===== src/rtl/jk_bank_arbiter.sv =====
// Four-requester arbiter owning a shared JK register bank; each grant applies one masked JK op.
// Define JK_ARB_FIXED_PRIO_EN for fixed priority (lowest index wins) instead of round-robin.
module jk_bank_arbiter #(
  parameter int WIDTH = 8
) (
  input  logic                 clk,
  input  logic                 reset,
  input  logic [3:0]           req,
  input  logic [7:0]           op,
  input  logic [4*WIDTH-1:0]   mask,
  output logic [3:0]           grant,
  output logic                 done,
  output logic                 busy,
  output logic [WIDTH-1:0]     q
);

  typedef enum logic [1:0] {IDLE, GRANT, APPLY, RELEASE} state_t;

  state_t           state_q;
  logic [3:0]       grant_q;
  logic             done_q;
  logic [WIDTH-1:0] bank_q, j_q, k_q;
  logic [1:0]       win_q, win_d;
  logic [WIDTH-1:0] sel_mask;
  logic [1:0]       sel_op;
`ifndef JK_ARB_FIXED_PRIO_EN
  logic [1:0]       last_q;
`endif

  // Winner selection; later loop iterations override, so the first in search order wins.
  always_comb begin
    win_d = 2'd0;
`ifdef JK_ARB_FIXED_PRIO_EN
    for (int i = 3; i >= 0; i--)
      if (req[i]) win_d = 2'(i);
`else
    for (int i = 4; i >= 1; i--) begin
      logic [1:0] cand;
      cand = last_q + 2'(i);
      if (req[cand]) win_d = cand;
    end
`endif
  end

  always_comb begin
    sel_mask = '0;
    sel_op   = 2'b00;
    for (int i = 0; i < 4; i++)
      if (win_q == 2'(i)) begin
        sel_mask = mask[i*WIDTH +: WIDTH];
        sel_op   = op[2*i +: 2];
      end
  end

  always_ff @(posedge clk or negedge reset) begin
    if (!reset) begin
      state_q <= IDLE;
      grant_q <= 4'b0000;
      done_q  <= 1'b0;
      bank_q  <= '0;
      j_q     <= '0;
      k_q     <= '0;
      win_q   <= 2'd0;
`ifndef JK_ARB_FIXED_PRIO_EN
      last_q  <= 2'd3;
`endif
    end else begin
      done_q <= 1'b0;
      case (state_q)
        IDLE: if (|req) begin
          win_q   <= win_d;
          grant_q <= 4'b0001 << win_d;
          state_q <= GRANT;
`ifndef JK_ARB_FIXED_PRIO_EN
          last_q  <= win_d;
`endif
        end
        GRANT: begin
          // op bit1 drives J, bit0 drives K: 00 hold, 01 clear, 10 set, 11 toggle
          j_q     <= sel_mask & {WIDTH{sel_op[1]}};
          k_q     <= sel_mask & {WIDTH{sel_op[0]}};
          state_q <= APPLY;
        end
        APPLY: begin
          bank_q  <= (j_q & ~bank_q) | (~k_q & bank_q);
          done_q  <= 1'b1;
          state_q <= RELEASE;
        end
        RELEASE: if (!req[win_q]) begin
          grant_q <= 4'b0000;
          state_q <= IDLE;
        end
        default: begin
          grant_q <= 4'b0000;
          state_q <= IDLE;
        end
      endcase
    end
  end

  assign grant = grant_q;
  assign done  = done_q;
  assign busy  = (state_q != IDLE);
  assign q     = bank_q;

endmodule

===== config.mk =====
export PLATFORM = sky130hd
export DESIGN_NAME = jk_bank_arbiter
export DESIGN_NICKNAME = d
export VERILOG_FILES = /design/src/rtl/jk_bank_arbiter.sv
export SDC_FILE = /design/constraint.sdc
export NUM_CORES = 1
export LEC_CHECK = 0
export ABC_CLOCK_PERIOD_IN_PS = 3570
export BUFFER_PORTS_ARGS = -buffer_cell sky130_fd_sc_hd__buf_2
export CORE_MARGIN = 8
export CORE_UTILIZATION = 36
export CTS_CLUSTER_DIAMETER = 50
export DETAILED_ROUTE_END_ITERATION = 10
export SKIP_CTS_REPAIR_TIMING = 1
export SLEW_MARGIN = 40
export SYNTH_ARGS = -nofsm -noshare
export SYNTH_HDL_FRONTEND = slang
export SYNTH_SLANG_ARGS = --single-unit

===== constraint.sdc =====
create_clock -name clk -period 3.57 [get_ports clk]
set_clock_uncertainty 0.15 [all_clocks]
set_input_delay 0.357 -clock clk [delete_from_list [all_inputs] [get_ports clk]]
set_output_delay 0.357 -clock clk [all_outputs]
set_load 0.05 [all_outputs]

==> summary.md <==
| Metric | Value |
|---|---|
| Largest net degree at the start of global routing | `36` |
| P&R area growth vs syn | `24.7%` |
| Reg2reg start | `win_q[0]` |
| Crit path largest cell delay | `roughly 800 ps` |
| Post-synthesis cell type count | `33` |
| Reg clk slew, reported paths | `approximately 70 ps` |
| Clock Latency Late Sink | `280 ps` |
| Worst path slowest cell | `dfrtp_1` |
| Crit Path Class | `reg2reg` |
| Worst relative slew slack | `0.530` |
| Total Routed Length | `4.45 mm` |
| Peak Freq | `458 MHz` |
| Final period util | `0.611` |
| Most frequent cells in the layout | `buf_2, dfrtp_1, inv_1, o21ai_0, nand3_1` |
| Pwr Density | `between 900 and 1000 mW/mm²` |
| R2r endpoint | `grant[1]` |
| Die width | `around 87 µm` |
| Register area share after synthesis | `0.488` |
| Initial antenna violation count | `0` |
| # port buffers | `59` |
| CP Data Required Time | `between 3000 and 4000 ps` |
| Main synth FF type | `dfrtp_1` |
| Commonest non-fill, non-tap cell in the layout | `buf_2` |
| CTS sink cnt | `35` |
| Antenna diode count | `0` |
| Setup tns final | `0 ps` |
| Area leader, netlist | `dfrtp_1` |
| Synthesized instance count | `157` |
| Final Slew Violations | `0` |
| Max Cap Viol | `0` |
| Total grt overflow | `0` |
| Synth Area per Inst | `11.5 µm²` |
| CTS tree | `yes` |
| Final hold vios | `0` |
| Initial core utilization | `0.376` |
| CTS Buf Count | `5` |
| Hold-critical path endpoint | `q[3]` |
| Vias | `around 1400` |
| DR pass1 iterations | `4` |
| Worst-Margin Slew | `roughly 710 ps` |
| Post-synth EDFFs | `0` |
| Bufs on Longest Clock Path | `2` |
| Row count | `25` |
| Status | `finished clean` |
| Setup crit end kind | `flip-flop` |
| R2R depth | `4` |
| Layout Nets | `~270` |
| CP top delay family | `flip-flops` |
| Die area | `roughly 0.0075 mm²` |
| Hold crit path type | `reg2reg` |
| Mapped Nets | `about 210` |
| Min-delay src | `k_q[3]` |
| Hold depth | `1` |
| DRT iter0 DRCs | `87` |
| Share of cells above drive strength 1 | `0.394` |
| GP Congestion | `0.813` |
| Register Area | `~880 µm²` |
| Crit path cell chain | `mux4_2, a22oi_4, o21ai_2, a32o_1` |
| RSZ-0062 raised after global routing | `false` |
| Crit. path cell count | `4` |
| #FFs+latches synth | `35` |
| Largest cells by area after synthesis | `dfrtp_1, mux4_2, o21ai_0, nand3_1, inv_1` |
| Startpoint types | `flip-flop` |
| Root buf cell | `clkbuf_8` |
| Worst vdd ir | `362 µV` |
| Routed len/inst | `approximately 16 µm` |
| Core Region | `roughly 0.0048 mm²` |
| Final setup vio count | `0` |
| Post-Syn Area | `between 0.0015 and 0.002 mm²` |
| Vias per cell | `a little over 5` |
| Asr flop ratio synth | `1.00` |
| Crit path max fanout | `12` |
| Global-route wire length before repair | `about 7.4 mm` |
| Total GRT Usage | `0.125` |
| H-tree levels | `2` |
| Die Span Y | `86.7 µm` |
| Critical Path AT | `2200 ps` |
| DR DRC count | `0` |
| I/O pin count | `60` |
| Fill cell count | `between 400 and 500` |
| Detailed Place HPWL | `approximately 3.4 mm` |
| R2R setup slack | `roughly 1400 ps` |
| Multi-input logic area | `825 µm²` |
| Yosys top cell area share | `0.458` |
| Ys Warns | `0` |
| Leakage | `roughly 1.0 nW` |
| Vias in the first global route | `between 1500 and 2000` |
| Sum of buffers and inverters on the critical path | `0` |
| ANT nets after route | `0` |
| Fin Hold WS | `slightly above 300 ps` |
| Period minus WS final | `between 2000 and 2500 ps` |
## stage by stage
step           setup slack [ps]   util  total power, W  std cells  cell area (µm²)
2_1_floorplan              1920      -         0.00152        157             1800
3_3_place_gp               1370  0.449         0.00175        276             2150
3_5_place_dp               1350  0.449         0.00177        276             2150
4_1_cts                    1350  0.466         0.00205        284             2230
5_1_grt                    1210  0.470         0.00219        285             2250
6_report                   1390  0.470         0.00202        285             2250
## state kept, by name (all words and copies together) (netlist names)
register	count
done	1
win_q	2
q	8
k_q	8
grant	4
j_q	8
state_q	2
last_q	2
## Yosys cell counts (2+ instances only)
cell	n
mux2_2	2
a31oi_1	8
ha_1	5
dfstp_2	2
clkbuf_1	5
dfrtp_1	33
nand2_1	2
a21o_1	2
mux4_2	11
a21oi_1	9
o21ai_2	2
o21ai_0	19
o2bb2ai_1	2
nor2_1	2
nand2b_1	2
nand3_1	16
inv_1	19
## logic make-up (layout without fill, tap and decap cells)
family,count (synthesis),in the layout,synth area share
simple gates,28,28,0.0820
fa+ha+maj,5,5,0.0347
compound gates,49,49,0.184
mux,14,14,0.156
flops,35,35,0.487
buf+inv,26,87,0.0563
## cell type report
type,instances,share of cell area
Clock buffer,7,0.0340
Clock inverter,1,0.00223
Inverter,19,0.0317
Multi-Input combinational cell,96,0.367
Sequential cell,35,0.391
Tap cell,67,0.0373
Timing Repair Buffer,60,0.137
## report_power, final
part | total, W | switching [W] | leakage [nW] | internal [W]
clock | 0.000270 | 0.000133 | 0.0422 | 0.000137
combinational | 0.00102 | 0.000638 | 0.572 | 0.000379
sequential | 0.000736 | 0.000161 | 0.434 | 0.000574
total | 0.00202 | 0.000933 | 1.05 | 0.00109
## routing by layer
metal  vias to the layer above  GRT usage  part of all wire
met3                         8     0.0378             0.086
met1                       674      0.160              0.45
met4                         0     0.0516             0.014
met5                         -          0                 0
met2                        57      0.192              0.45
li1                        696          -                 -
## worst max path at each step
stage	endpoint	slack, ps	start
6_report	grant[1]	1390	win_q[0]
5_1_grt	grant[1]	1210	win_q[0]
4_1_cts	grant[1]	1350	win_q[0]
3_5_place_dp	grant[1]	1350	win_q[0]
3_3_place_gp	grant[1]	1370	win_q[0]
2_1_floorplan	grant[3]	1920	last_q[0]
Note: power is estimated with default switching activity, not from simulation.
